--- src/rtl/event_encoder16_if.sv ---
// rtl/event_encoder16_if.sv - code output stream between the encoder and its consumer
interface event_encoder16_if;
    logic [3:0] X;
    logic       VALID;
    logic       READY;

    modport master (output X, output VALID, input READY);
    modport slave  (input X, input VALID, output READY);
endinterface

--- src/rtl/event_encoder16.sv ---
// rtl/event_encoder16.sv - captures event lines into a pending bitmap and drains them as 4-bit codes
module event_encoder16 (
    input  logic                      CLK,
    input  logic                      RESET_L,
    input  logic                      E1,
    input  logic                      E0_L,
    input  logic [15:0]               Y,
    event_encoder16_if.master         code_bus,
    output logic [15:0]               PEND,
    output logic                      OVF
);

    typedef enum logic {
        EMPTY = 1'b0,
        HOLD  = 1'b1
    } state_t;

    state_t      state, state_nxt;
    logic [3:0]  x_r, x_nxt;
    logic [15:0] pend_r, pend_nxt;
    logic        ovf_r, ovf_nxt;

    logic        en;
    logic [15:0] set_bits;
    logic [15:0] cand;
    logic        free;
    logic [3:0]  high_idx;

    always_ff @(posedge CLK or negedge RESET_L) begin
        if (!RESET_L) begin
            state  <= EMPTY;
            x_r    <= 4'h0;
            pend_r <= 16'h0000;
            ovf_r  <= 1'b0;
        end else begin
            state  <= state_nxt;
            x_r    <= x_nxt;
            pend_r <= pend_nxt;
            ovf_r  <= ovf_nxt;
        end
    end

    always_comb begin
        en        = E1 & ~E0_L;
        set_bits  = en ? Y : 16'h0000;
        cand      = pend_r | set_bits;
        free      = (state == EMPTY) | code_bus.READY;

        // Ascending scan: the last set bit seen is the highest-priority one.
        high_idx = 4'h0;
        for (int i = 0; i < 16; i++) begin
            if (cand[i]) begin
                high_idx = i[3:0];
            end
        end

        state_nxt = state;
        x_nxt     = x_r;
        pend_nxt  = cand;
        // A line re-asserted while still pending merges into one event.
        ovf_nxt   = ovf_r | (|(set_bits & pend_r));

        if (free) begin
            if (|cand) begin
                state_nxt = HOLD;
                x_nxt     = high_idx;
                pend_nxt  = cand & ~(16'h0001 << high_idx);
            end else begin
                state_nxt = EMPTY;
                pend_nxt  = 16'h0000;
            end
        end
    end

    assign code_bus.X     = x_r;
    assign code_bus.VALID = (state == HOLD);
    assign PEND           = pend_r;
    assign OVF            = ovf_r;

endmodule

--- src/flat_wrapper.sv ---
// flat-port wrapper written by rule: the top's interface ports become plain ports
module event_encoder16_flat 
  (CLK, RESET_L, E1, E0_L, Y, PEND, OVF, code_bus_X, code_bus_VALID, code_bus_READY);
  event_encoder16_if code_bus_i ();
  input  logic CLK;
  input  logic RESET_L;
  input  logic E1;
  input  logic E0_L;
  input  logic [15:0] Y;
  output logic [15:0] PEND;
  output logic OVF;
  output wire logic [$bits(code_bus_i.X)-1:0] code_bus_X;
  output wire logic [$bits(code_bus_i.VALID)-1:0] code_bus_VALID;
  input wire logic [$bits(code_bus_i.READY)-1:0] code_bus_READY;
  assign code_bus_X = code_bus_i.X;
  assign code_bus_VALID = code_bus_i.VALID;
  assign code_bus_i.READY = code_bus_READY;
  event_encoder16 u_core (.CLK(CLK), .RESET_L(RESET_L), .E1(E1), .E0_L(E0_L), .Y(Y), .code_bus(code_bus_i), .PEND(PEND), .OVF(OVF));
endmodule
--- config.mk ---
export PLATFORM = sky130hd
export DESIGN_NAME = event_encoder16_flat
export DESIGN_NICKNAME = d
export VERILOG_FILES = /design/src/rtl/event_encoder16_if.sv /design/src/rtl/event_encoder16.sv /design/src/flat_wrapper.sv
export SDC_FILE = /design/constraint.sdc
export NUM_CORES = 1
export LEC_CHECK = 0
export ABC_CLOCK_PERIOD_IN_PS = 2280
export CAP_MARGIN = 20
export CORE_AREA = 4 4 67 69
export CTS_BUF_LIST = sky130_fd_sc_hd__clkbuf_2 sky130_fd_sc_hd__clkbuf_4 sky130_fd_sc_hd__clkbuf_8
export DETAILED_ROUTE_END_ITERATION = 16
export DIE_AREA = 0 0 71 73
export GPL_ROUTABILITY_DRIVEN = 1
export SLEW_MARGIN = 10
export SYNTH_ARGS = -nofsm -noshare
export SYNTH_HDL_FRONTEND = slang
export SYNTH_SLANG_ARGS = --single-unit
--- constraint.sdc ---
create_clock -name CLK -period 2.28 [get_ports CLK]
set_input_delay 0.456 -clock CLK [delete_from_list [all_inputs] [get_ports CLK]]
set_output_delay 0.456 -clock CLK [all_outputs]
set_load 0.005 [all_outputs]
# Yosys cells after proc, flatten, opt, wreduce, memory -nomap -nowiden
# Cells that the tools add are included.
# W data, S select, Z words.
# word_totals
reg_bits,22
input_bits,21
output_inout_bits,22
wordCells,36
# op_classes
shift,1
mux,19
n_bitwise,9
n_reduce_logical,3
# ops
operator,count
$mux W4,14
$mux W16,3
$and A16 B16 Y16,2
$reduce_or A16 Y1,2
$not A16 Y16,1
$or A16 B16 Y16,1
$shl A1 B4 Y16 const A,1
$mux W1,2
$not A1 Y1,2
$or A1 B1 Y1,2
$reduce_and A2 Y1,1
$and A1 B1 Y1,1

# Longest topological paths before layout
# depth
ltp_word,24
mapped_depth,8
ltp_nobuf,6

# Worst setup path before layout
# OpenSTA, ideal clock, no wires.
# synth_timing
path_type,input-to-reg
from,input E0_L
to,"register u_core.x_r[2], in the netlist u_core.code_bus.X[2]"
setup_time_ps,128
t_arrival_ps,1617
setup_slack_ps,536
stages,6
n_path_buf,1
path_cell_list,nand2b_1 -> buf_6 -> o21ai_2 -> nor2_1 -> a31oi_4 -> mux2_1
# synth_via
elab_chain_cells,17
elab_cells_between_ends,19
classes_between,14 x mux; 3 x bitwise; 2 x reduce/logical
# synth_lines
element,line_no,source
"start, declared",flat_wrapper.sv:8,input logic E0_L;
$not A1 Y1 *,event_encoder16.sv:44,en = E1 & ~E0_L;
$and A1 B1 Y1 *,event_encoder16.sv:44,
$mux W16 *,event_encoder16.sv:45,set_bits = en ? Y : 16'h0000;
$or A16 B16 Y16 *,event_encoder16.sv:46,cand = pend_r | set_bits;
$mux W4 (13 in series),event_encoder16.sv:52,if (cand[i]) begin
"end signal, assigned",event_encoder16.sv:37,x_r <= x_nxt;
"end, declared",event_encoder16.sv:19,"logic [3:0] x_r, x_nxt;"
# Mark *: on every way between the ends. The rest lies on a longest branch, timed or not.
# A chain may end at the register's enable or synchronous reset.

# Worst setup path in the final report
# layout_timing
from,input E1
to,"register u_core.pend_r[9], in the netlist u_core.PEND[9]"
# layout_via
elab_chain_cells,23
elab_cells_between_ends,24
classes_between,1 x shift; 18 x mux; 4 x bitwise; 1 x reduce/logical
# layout_lines
element,line_no,source
"start, declared",flat_wrapper.sv:7,input logic E1;
$and A1 B1 Y1 *,event_encoder16.sv:44,
$mux W16 *,event_encoder16.sv:45,
$or A16 B16 Y16 *,event_encoder16.sv:46,
$mux W1,event_encoder16.sv:52,
$mux W4 (14 in series),event_encoder16.sv:52,
$shl A1 B4 Y16,event_encoder16.sv:67,pend_nxt = cand & ~(16'h0001 << high_idx);
$not A16 Y16,event_encoder16.sv:67,
$and A16 B16 Y16,event_encoder16.sv:67,
$mux W16,event_encoder16.sv:64,if (|cand) begin
$mux W16 *,event_encoder16.sv:63,if (free) begin
net u_core.pend_nxt[9],event_encoder16.sv:20,"logic [15:0] pend_r, pend_nxt;"
"end signal, assigned",event_encoder16.sv:38,pend_r <= pend_nxt;
"end, declared",event_encoder16.sv:20,
# The timed path passes the listed nets; every way through them passes the cells marked *.

==> impl_metrics.csv <==
group,metric,value,unit
status,status,"finished clean",
worst_setup_path,worstPathRequired,2.41,ns
placed_design,placed_cell_area,1920,sq um
logic_synthesis,ys_types,41,
logic_synthesis,synth_seq_cells,22,
logic_synthesis,synth_seq_area_share,41.7,%
clock_tree,cts_buffers,3,
placed_design,place_congestion,0.937,
floorplanning,dieArea,5180,sq um
worst_setup_path,setup.worst_path.class,"primary input to flip-flop",
sta,fin_ws,0.160,ns
placed_design,port_buffers,42,
logic_synthesis,ys_warn_count,0,
power,p_leak,0.732,nW
sta,clock-skew-final,0.00357,ns
sta,period_share,93.0,%
floorplanning,rows,23,
drt,route.vias.total,1399,
sta,finalCriticalPeriod,2.12,ns
logic_synthesis,synth_simple_gate_area_share,17.6,%
floorplanning,die-height,73,um
clock_tree,cts.hold.buffers_added,0,
clock_tree,post-cts-setup-buffer-count,0,
global_route,grt_pass1_vias,1486,
logic_synthesis,synth_cells,147,
sta,maxSlewHeadroom,69.7,%
logic_synthesis,syn-num-nets,168,
cells_and_area,antennaDiodeCount,0,
logic_synthesis,synth_top_family_by_area,"compound AO/OA/AOI/OAI gates",
sta,grt_setup_unrepaired,"no",
placed_design,place_inst,251,
logic_synthesis,synth_area,1320,sq um
clock_tree,cts_resized,0,
logic_synthesis,synth_compound_area_share,36.3,%
cells_and_area,mostFrequentLayoutCell,"clkdlybuf4s50_1",
min_path,hold_class,"flip-flop to flip-flop",
worst_setup_path,start_kind,"primary input",
drt,wl_per_cell,16.5,um
cells_and_area,final_area,1970,sq um
cells_and_area,drive_gt1_share,16.1,%
logic_synthesis,syn_area_per_cell,8.99,sq um
placed_design,place_ws,-0.120,ns
clock_tree,cts-root-buf,"clkbuf_8",
drt,drt_wl_total,4210,um
drt,drt_iter0_drc,86,
floorplanning,start_util,33.8,%
min_path,hp-start,"u_core.OVF",
logic_synthesis,yosys_most_used_dff,"dfrtp_1",
power,p_comb_share,45.1,%
worst_setup_path,end_kind,"flip-flop",
worst_setup_path,r2r_slack,0.41,ns
power,fin_total_pwr,1.54,mW
worst_setup_path,worstPathArrival,2.25,ns
cells_and_area,fillerInstances,379,
drt,drt_pre_antenna_iters,4,
placed_design,post-dp-hpwl,3410,um
cells_and_area,finalNetCount,227,
floorplanning,num_io_pins,43,
clock_tree,cts_buffer_depth,2,
power,clkPwrFrac,18.1,%
sta,slew_violations,0,
logic_synthesis,synth-edff-count,0,
clock_tree,clock-sinks,22,
cells_and_area,area_growth,49.1,%
power,p_seq_share,36.8,%
sta,setup_viol,0,
clock_tree,cts_tree,"yes",
logic_synthesis,synth_xor_area_share,0,%
worst_setup_path,r2r_start,"u_core.PEND[3]",
logic_synthesis,synthMuxAreaShare,1.61,%
global_route,grt_remaining_overflow,0,
logic_synthesis,synth-adder-area-share,0,%
clock_tree,clkLatencyLatePin,0.26,ns
sta,fmax,0.472,GHz
global_route,grt_max_degree,23,
run,max_cap_viol_count,0,
drt,vias_per_cell,5.49,
drt,antenna_left,0,
worst_setup_path,crit_path_start,"E1",
drt,drc,0,
cells_and_area,final_cell_mix,"clkdlybuf4s50_1 (42), nor2_1 (30), a21oi_1 (23), dfrtp_1 (22), buf_4 (13)",
floorplanning,fp.dieW,71,um
power,power.internal,994,uW
power,peakVddDrop,0.501,mV
clock_tree,clk_pin_slew_worst_paths,0.08,ns
global_route,grt_pass1_wl,7070,um
cells_and_area,stdcell_count,255,
power,p_sw,549,uW
clock_tree,h-tree-depth,1,
power,switching_share,35.6,%
worst_setup_path,crit_fanout,7,
global_route,track_usage,17.2,%
sta,worstMarginPinSlew,0.453,ns
global_route,antenna_found_initial,0,
logic_synthesis,synthArstFlopShare,100,%
sta,hold_violations,0,
power,power_density,783,nW/um^2
floorplanning,core_area,3910,sq um
-- flip-flops by register name (all words and copies together), names as in the netlist --
signal and count:
u_core.PEND 16, u_core.code_bus.VALID 1, u_core.code_bus.X 4, u_core.OVF 1
-- power groups by stage --
stage / Sequential [mW] / Clock (mW) / Combinational, mW
2_1_floorplan: 0.559 / 0 / 0.332
5_1_grt: 0.578 / 0.305 / 0.768
3_5_place_dp: 0.569 / 0 / 0.695
4_1_cts: 0.566 / 0.282 / 0.698
3_3_place_gp: 0.574 / 0 / 0.697
6_report: 0.567 / 0.279 / 0.697
-- worst max-delay path: stages --
cell             delay (ns)
clkdlybuf4s50_1        0.43
nor2b_1                0.14
buf_4                  0.16
a211oi_1               0.27
o21bai_1               0.17
a211o_1                0.32
nor2_1                 0.19
a21oi_1                0.11
-- cell usage after synthesis, types with 2 or more instances --
cell type,instances,area (sq um)
inv_1,3,11.3
o22ai_1,2,12.5
nand2_1,3,11.3
a21boi_1,2,15.0
buf_4,2,15.0
a21o_1,4,30.0
a22o_1,4,35.0
o21ai_0,6,30.0
o21ai_1,4,20.0
nand2b_1,3,18.8
a21oi_1,23,115
nor4_1,2,12.5
dfrtp_1,22,551
nor2b_1,2,12.5
a221oi_1,5,43.8
nor2_1,30,113
o21ai_2,5,43.8
o211ai_1,2,15.0
-- cell families (layout without fill, tap and decap cells) --
logic type	Yosys count	count (layout)
AO/OA/AOI/OAI	68	68
AND/OR/NAND/NOR	49	49
buffers and inverters	6	64
flip-flops	22	22
multiplexers	2	2
-- metrics by stage --
step	hold slack, ns	setup TNS [ns]	util, %
finish	0.474	0	50.4
floorplan	0.160	0	-
CTS	0.481	0	50.4
global route	0.499	0	50.4
detailed placement	0.461	-1.18	48.9
global placement	0.441	-1.80	48.9
-- layer usage --
layer / global-route usage (%) / share of wire (%)
met3: 3.31 / 6.0
met4: 5.64 / 1.9
met1: 22.2 / 42
met2: 28.9 / 50
met5: 0 / 0
-- worst paths after layout --
path / endpoint / depth (start not counted)
worst max-delay path: u_core.PEND[9] / 8
worst min-delay path: u_core.OVF / 1
worst max register to register: u_core.code_bus.X[2] / 5
worst min register to register: u_core.OVF / 1
max in group asynchronous: u_core.PEND[1] / 2
min in group asynchronous: u_core.PEND[3] / 2
-- cell type report --
cell class / instances / area (sq um) / share of cell area [%]
inverters: 3 / 11.3 / 0.571
flip-flops and latches: 22 / 551 / 27.9
repair buffers: 57 / 558 / 28.3
clock buffers: 4 / 55.1 / 2.79
well taps: 50 / 62.6 / 3.17
multi-input cells: 119 / 733 / 37.2
Power figures use the tool's default switching activity.
